==> src/rtl/arm_pkg.sv <==
// Shared ARM decode constants: instruction modes, data-processing opcodes,
// condition codes, execute-command encodings and the condition evaluator.
package arm_pkg;

  localparam logic [1:0] MODE_DP  = 2'b00;
  localparam logic [1:0] MODE_MEM = 2'b01;
  localparam logic [1:0] MODE_BR  = 2'b10;

  localparam logic [3:0] OP_AND = 4'b0000;
  localparam logic [3:0] OP_EOR = 4'b0001;
  localparam logic [3:0] OP_SUB = 4'b0010;
  localparam logic [3:0] OP_ADD = 4'b0100;
  localparam logic [3:0] OP_ADC = 4'b0101;
  localparam logic [3:0] OP_SBC = 4'b0110;
  localparam logic [3:0] OP_TST = 4'b1000;
  localparam logic [3:0] OP_CMP = 4'b1010;
  localparam logic [3:0] OP_ORR = 4'b1100;
  localparam logic [3:0] OP_MOV = 4'b1101;
  localparam logic [3:0] OP_MVN = 4'b1111;

  localparam logic [3:0] COND_EQ = 4'b0000;
  localparam logic [3:0] COND_NE = 4'b0001;
  localparam logic [3:0] COND_CS = 4'b0010;
  localparam logic [3:0] COND_CC = 4'b0011;
  localparam logic [3:0] COND_MI = 4'b0100;
  localparam logic [3:0] COND_PL = 4'b0101;
  localparam logic [3:0] COND_VS = 4'b0110;
  localparam logic [3:0] COND_VC = 4'b0111;
  localparam logic [3:0] COND_HI = 4'b1000;
  localparam logic [3:0] COND_LS = 4'b1001;
  localparam logic [3:0] COND_GE = 4'b1010;
  localparam logic [3:0] COND_LT = 4'b1011;
  localparam logic [3:0] COND_GT = 4'b1100;
  localparam logic [3:0] COND_LE = 4'b1101;
  localparam logic [3:0] COND_AL = 4'b1110;

  localparam logic [3:0] EXE_NOP = 4'b0000;
  localparam logic [3:0] EXE_MOV = 4'b0001;
  localparam logic [3:0] EXE_ADD = 4'b0010;
  localparam logic [3:0] EXE_ADC = 4'b0011;
  localparam logic [3:0] EXE_SUB = 4'b0100;
  localparam logic [3:0] EXE_SBC = 4'b0101;
  localparam logic [3:0] EXE_AND = 4'b0110;
  localparam logic [3:0] EXE_ORR = 4'b0111;
  localparam logic [3:0] EXE_EOR = 4'b1000;
  localparam logic [3:0] EXE_MVN = 4'b1001;

  // status is {N,Z,C,V}; the 1111 condition never passes
  function automatic logic cond_pass(input logic [3:0] cond, input logic [3:0] status);
    logic n, z, c, v;
    logic pass;
    {n, z, c, v} = status;
    case (cond)
      COND_EQ: pass = z;
      COND_NE: pass = !z;
      COND_CS: pass = c;
      COND_CC: pass = !c;
      COND_MI: pass = n;
      COND_PL: pass = !n;
      COND_VS: pass = v;
      COND_VC: pass = !v;
      COND_HI: pass = c & !z;
      COND_LS: pass = !c | z;
      COND_GE: pass = (n == v);
      COND_LT: pass = (n != v);
      COND_GT: pass = !z & (n == v);
      COND_LE: pass = z | (n != v);
      COND_AL: pass = 1'b1;
      default: pass = 1'b0;
    endcase
    return pass;
  endfunction

endpackage

==> src/rtl/register_file.sv <==
// Two-read, one-write register file with synchronous write, asynchronous read
// and optional same-cycle write-to-read forwarding.
module register_file #(
  parameter int DATA_W    = 32,
  parameter int REG_N     = 16,
  parameter int RF_BYPASS = 1,
  localparam int REG_AW   = $clog2(REG_N)
) (
  input  logic              clk,
  input  logic              rst,
  input  logic [REG_AW-1:0] rd_addr1,
  input  logic [REG_AW-1:0] rd_addr2,
  output logic [DATA_W-1:0] rd_data1,
  output logic [DATA_W-1:0] rd_data2,
  input  logic              wr_en,
  input  logic [REG_AW-1:0] wr_addr,
  input  logic [DATA_W-1:0] wr_data
);

  logic [DATA_W-1:0] regs [REG_N];

  always_ff @(posedge clk) begin
    if (rst) begin
      for (int i = 0; i < REG_N; i++) regs[i] <= '0;
    end else if (wr_en) begin
      regs[wr_addr] <= wr_data;
    end
  end

  always_comb begin
    rd_data1 = regs[rd_addr1];
    rd_data2 = regs[rd_addr2];
    if (RF_BYPASS != 0 && wr_en) begin
      if (wr_addr == rd_addr1) rd_data1 = wr_data;
      if (wr_addr == rd_addr2) rd_data2 = wr_data;
    end
  end

endmodule

==> src/rtl/id_stage.sv <==
// ARM decode stage: field split, condition check, control decode, operand
// read and the ID/EX pipeline register with bubble/flush/hold handling.
module id_stage
  import arm_pkg::*;
#(
  parameter int DATA_W    = 32,
  parameter int REG_N     = 16,
  parameter int RF_BYPASS = 1,
  localparam int REG_AW   = $clog2(REG_N)
) (
  input  logic              clk,
  input  logic              rst,
  input  logic [31:0]       instruction,
  input  logic [DATA_W-1:0] pc_in,
  input  logic [3:0]        status,
  input  logic              stall,
  input  logic              flush,
  input  logic              freeze,
  input  logic              wb_en,
  input  logic [REG_AW-1:0] wb_dest,
  input  logic [DATA_W-1:0] wb_value,
  output logic [REG_AW-1:0] hz_src1,
  output logic [REG_AW-1:0] hz_src2,
  output logic              hz_two_src,
  output logic [3:0]        ex_cmd,
  output logic              mem_read,
  output logic              mem_write,
  output logic              wb_enable,
  output logic              branch,
  output logic              s_out,
  output logic              imm_out,
  output logic [11:0]       shift_operand,
  output logic [23:0]       signed_imm24,
  output logic [REG_AW-1:0] dest,
  output logic [REG_AW-1:0] src1,
  output logic [REG_AW-1:0] src2,
  output logic [DATA_W-1:0] val_rn,
  output logic [DATA_W-1:0] val_rm,
  output logic [DATA_W-1:0] pc_out
);

  logic [3:0]        cond;
  logic [1:0]        mode;
  logic              imm;
  logic [3:0]        opcode;
  logic              s_bit;
  logic [REG_AW-1:0] rn, rd, rm;
  logic              is_store;
  logic              bubble;

  logic [3:0] dec_cmd;
  logic       dec_mem_read, dec_mem_write, dec_wb, dec_branch, dec_s;

  logic [DATA_W-1:0] rd_data1, rd_data2;

  assign cond   = instruction[31:28];
  assign mode   = instruction[27:26];
  assign imm    = instruction[25];
  assign opcode = instruction[24:21];
  assign s_bit  = instruction[20];
  assign rn     = instruction[16 +: REG_AW];
  assign rd     = instruction[12 +: REG_AW];
  assign rm     = instruction[0 +: REG_AW];

  assign is_store   = (mode == MODE_MEM) && !s_bit;
  assign hz_src1    = rn;
  assign hz_src2    = is_store ? rd : rm;
  assign hz_two_src = (!imm || is_store) && (mode != MODE_BR);

  always_comb begin
    dec_cmd       = EXE_NOP;
    dec_mem_read  = 1'b0;
    dec_mem_write = 1'b0;
    dec_wb        = 1'b0;
    dec_branch    = 1'b0;
    dec_s         = 1'b0;
    case (mode)
      MODE_DP: begin
        dec_s  = s_bit;
        dec_wb = 1'b1;
        case (opcode)
          OP_MOV: dec_cmd = EXE_MOV;
          OP_MVN: dec_cmd = EXE_MVN;
          OP_ADD: dec_cmd = EXE_ADD;
          OP_ADC: dec_cmd = EXE_ADC;
          OP_SUB: dec_cmd = EXE_SUB;
          OP_SBC: dec_cmd = EXE_SBC;
          OP_AND: dec_cmd = EXE_AND;
          OP_ORR: dec_cmd = EXE_ORR;
          OP_EOR: dec_cmd = EXE_EOR;
          OP_CMP: begin dec_cmd = EXE_SUB; dec_wb = 1'b0; end
          OP_TST: begin dec_cmd = EXE_AND; dec_wb = 1'b0; end
          default: begin dec_s = 1'b0; dec_wb = 1'b0; end
        endcase
      end
      MODE_MEM: begin
        // S doubles as the load flag; address is always computed with ADD
        dec_cmd       = EXE_ADD;
        dec_mem_read  = s_bit;
        dec_wb        = s_bit;
        dec_mem_write = !s_bit;
      end
      MODE_BR: dec_branch = 1'b1;
      default: ;
    endcase
  end

  assign bubble = !cond_pass(cond, status) || stall || flush;

  register_file #(
    .DATA_W   (DATA_W),
    .REG_N    (REG_N),
    .RF_BYPASS(RF_BYPASS)
  ) u_register_file (
    .clk     (clk),
    .rst     (rst),
    .rd_addr1(rn),
    .rd_addr2(hz_src2),
    .rd_data1(rd_data1),
    .rd_data2(rd_data2),
    .wr_en   (wb_en),
    .wr_addr (wb_dest),
    .wr_data (wb_value)
  );

  always_ff @(posedge clk) begin
    if (rst) begin
      ex_cmd        <= '0;
      mem_read      <= 1'b0;
      mem_write     <= 1'b0;
      wb_enable     <= 1'b0;
      branch        <= 1'b0;
      s_out         <= 1'b0;
      imm_out       <= 1'b0;
      shift_operand <= '0;
      signed_imm24  <= '0;
      dest          <= '0;
      src1          <= '0;
      src2          <= '0;
      val_rn        <= '0;
      val_rm        <= '0;
      pc_out        <= '0;
    end else if (!freeze) begin
      ex_cmd        <= bubble ? EXE_NOP : dec_cmd;
      mem_read      <= !bubble && dec_mem_read;
      mem_write     <= !bubble && dec_mem_write;
      wb_enable     <= !bubble && dec_wb;
      branch        <= !bubble && dec_branch;
      s_out         <= !bubble && dec_s;
      imm_out       <= imm;
      shift_operand <= instruction[11:0];
      signed_imm24  <= instruction[23:0];
      dest          <= rd;
      src1          <= rn;
      src2          <= hz_src2;
      val_rn        <= rd_data1;
      val_rm        <= rd_data2;
      pc_out        <= pc_in;
    end
  end

endmodule

==> config.mk <==
export PLATFORM = sky130hd
export DESIGN_NAME = id_stage
export DESIGN_NICKNAME = d
export VERILOG_FILES = /design/src/rtl/arm_pkg.sv /design/src/rtl/register_file.sv /design/src/rtl/id_stage.sv
export SDC_FILE = /design/constraint.sdc
export NUM_CORES = 1
export LEC_CHECK = 0
export CAP_MARGIN = 20
export CORE_ASPECT_RATIO = 1.4
export CORE_UTILIZATION = 64
export CTS_CLUSTER_DIAMETER = 40
export CTS_CLUSTER_SIZE = 8
export DETAILED_ROUTE_END_ITERATION = 8
export PLACE_DENSITY_LB_ADDON = 0.15
export REMOVE_ABC_BUFFERS = 1
export SLEW_MARGIN = 0
export SYNTH_ARGS = -nofsm -noshare
export SYNTH_HDL_FRONTEND = slang
export SYNTH_SLANG_ARGS = --single-unit
==> constraint.sdc <==
create_clock -name clk -period 6.65 [get_ports clk]
set_input_delay 1.33 -clock clk [delete_from_list [all_inputs] [get_ports clk]]
set_output_delay 1.33 -clock clk [all_outputs]
set_load 0.01 [all_outputs]
==> qor.csv <==
stage;metric;value;unit
die;starting density of the core;64.7;%
route;detailed-route DRC error count;0;
power;Pleak;0.0153;uW
die;floorplan die area;57900;um^2
power;worst supply voltage drop on vdd;0.228;mV
grt;number of global-route vias before repair;28700;
yosys;main flop type after synthesis;sky130_fd_sc_hd__edfxtp_1;
yosys;Mapped Avg Cell Area;11.3;um^2
critical_path;cell with the largest stage delay on the worst path;sky130_fd_sc_hd__clkdlybuf4s50_1;
timing;number of max-slew violations in the final report;0;
finish;final core area utilization;74.9;%
yosys;fraction of registers with async set/reset;0;%
critical_path;sum of buffers and inverters on the critical path;2;
clock_network;H-tree levels;3;
timing;Setup WS post-layout;1420;ps
finish;final standard cell area without fillers;42200;um^2
route;Routed Wire Length;119;mm
timing;maximum frequency from static timing analysis;191;MHz
power;total power density per cell area;257;nW/um^2
timing;final hold violation count;0;
timing;Setup Skew;19.7;ps
place;GPL Wtd Cong;0.905;
worst_hold_path;hold path start;val_rn[29];
critical_path;Arrival @ worst endpoint;3900;ps
critical_path;longest individual stage delay on the worst path;760;ps
die;Row Count;103;
critical_path;Setup crit end kind;output port;
die;DIE HEIGHT;284;um
critical_path;crit path max fanout;53;
critical_path;r2r startpoint;u_register_file.regs[11][4];
yosys;cell count after synthesis;3224;
route;routed vias/inst;7.05;
critical_path;category of the most critical setup path;in -> out;
clock_network;source-to-sink clock delay at the later pin of the worst-skew pair;670;ps
timing;summed negative setup slack over all endpoints;0;ps
place;Post-Place Cell Area;39300;um^2
power;sum of internal, switching and leakage power;10900;uW
route;1st-pass router iterations;8;
grt;initial antenna violation count;4;
clock_network;Post-CTS Resized;0;
critical_path;cell family contributing the most delay on the critical path;buffers and inverters;
yosys;commonest cells in the netlist;sky130_fd_sc_hd__and2_1 (512), sky130_fd_sc_hd__edfxtp_1 (512), sky130_fd_sc_hd__nand2_1 (246), sky130_fd_sc_hd__mux2i_1 (234), sky130_fd_sc_hd__clkbuf_1 (226);
route;met3 wire length;15.8;mm
grt;wire length of the first global-routing pass;174;mm
critical_path;data required time at the worst endpoint;5320;ps
die;die boundary width;204;um
finish;P&R area growth vs syn;15.7;%
finish;proportion of layout cells with a drive suffix above 1;13.1;%
timing;final period demand of the worst path;5230;ps
yosys;library cell with the largest summed area after synthesis;sky130_fd_sc_hd__edfxtp_1;
die;placeable core region;56300;um^2
route;initial DRC count;4435;
critical_path;startpoint type of the worst setup path;input port;
grt;largest net degree at the start of global routing;113;
yosys;number of synthesized flops with an enable pin;512;
timing;Final setup violation count;0;
yosys;register bit total from synthesis;646;
yosys;sequential area share after synthesis;49.5;%
yosys;post-synth top area share;42.2;%
place;DPL Wire Length;64.0;mm
run;max capacitance violation total;0;
yosys;Area contributors post-synth;sky130_fd_sc_hd__edfxtp_1 (42%), sky130_fd_sc_hd__mux4_2 (9.9%), sky130_fd_sc_hd__and2_1 (8.8%);
grt;GRT Util Overall;40.7;%
finish;number of nets at the end of the flow;3429;
clock_network;setup bufs post-CTS;0;
yosys;number of warnings reported in the yosys synthesis log;0;
die;Top Ports;273;
place;minimum setup slack after placement;1420;ps
yosys;Netlist Area Pre-Place;36500;um^2
status;outcome;complete, no violations;
route;Met2 Wirelength;55.3;mm
grt;global-route congestion overflow total;0;
clock_network;Clock Tree Buf Depth;3;
worst_hold_path;min-delay worst type;reg -> reg;
timing;max_slew headroom;18.4;%
yosys;Netlist cell types;58;
route;average wire per cell in the routed design;28.7;um
clock_network;clock tree from TritonCTS;done;
route;top routing layer in use;met5;
clock_network;CTS Root Buffer Type;sky130_fd_sc_hd__clkbuf_16;
clock_network;clock transition at the registers of the reported paths;50;ps
timing;transition time at the pin with the least slew margin;1220;ps
critical_path;Critical Path, Cell by Cell;clkdlybuf4s50_1 -> or3b_4 -> nand2_1 -> nand2_1 -> clkdlybuf4s50_1;
route;detailed-routing wirelength on met1;39.8;mm
route;Post-DRT Antenna Nets;0;
clock_network;sink count of the clock tree;646;
critical_path;launching element of the worst setup path;instruction[27];
clock_network;CTS Buf Count;95;
timing;final critical-path share of the clock period;78.6;%
route;total number of vias;29100;
timing;unrepaired setup endpoints after global routing;no;
clock_network;Hold-fix buffers, CTS;0;
place;I/O Buffers;272;
-- per-stage QoR --
step | hold slack [ps] | std cells
floorplan | 486 | 2881
global placement | 457 | 3956
detailed placement | 461 | 3956
CTS | 473 | 4126
global route | 494 | 4129
finish | 471 | 4134
-- cells in the final DEF (no fill, tap or decap), drive strengths merged, types with 35 or more instances in the layout --
cell           netlist  final
a211oi              74     74
a21oi              118    118
a221oi              96     96
a31oi               91     91
a32oi               44     44
and2               512    512
buf                116     75
clkbuf             227    161
clkdlybuf4s50        0    264
dfxtp              134    134
edfxtp             512    512
inv                 70     71
mux2                45     45
mux2i              234    234
mux4               160    160
nand2              246    246
nand2b              38     38
nand3               35     35
nor2               122    122
nor2b               81     81
nor3                38     38
nor3b               39     39
o21ai               94     94
-- worst register-to-register path, delay by kind of cell, from the launching register on --
family          cells  cell delay, ps
simple gates        1             180
flops               1             420
compound gates      1             110
mux                 2            1000
-- power breakdown --
group | switching [uW] | internal, uW
Combinational | 864 | 659
Sequential | 173 | 4620
Clock | 1760 | 2790
Total | 2790 | 8070
-- routing by layer --
metal	up-vias	global-route usage (%)
met2	2460	64.1
met4	2	26.7
li1	12100	-
met1	14000	50.3
met5	-	0
met3	555	9.28
-- registers in the layout, summed over array words and instances (netlist names) --
name	count
wb_enable	1
val_rm	32
branch	1
mem_write	1
imm_out	1
mem_read	1
u_register_file.regs	512
val_rn	32
pc_out	32
shift_operand	11
src2	4
s_out	1
signed_imm24	13
ex_cmd	4
-- logic make-up after synthesis --
family | Yosys count | synth area share [%]
and+or+nand+nor | 1144 | 17.1
DFF | 646 | 49.5
AOI/OAI and AO/OA | 571 | 10.6
muxes | 439 | 17.7
buffers and inverters | 413 | 4.76
xor gates and xnor gates | 11 | 0.264
-- worst paths after layout --
path | endpoint | slack, ps | cells past startpoint
worst max-delay path | hz_src2[3] | 1420 | 5
worst min-delay path | val_rn[29] | 470 | 2
worst max register to register | val_rn[4] | 4780 | 4
worst min register to register | val_rn[29] | 470 | 2
-- final cells by class --
class | instances | area (um^2)
Multi-Input combinational cell | 2165 | 16800
Fill cell | 3626 | 14100
Sequential cell | 646 | 18100
Clock buffer | 159 | 2720
Inverter | 70 | 264
Timing Repair Buffer | 341 | 3330
Clock inverter | 11 | 97.6
Tap cell | 735 | 920
Antenna cell | 7 | 17.5
(Power assumes the default switching activity.)
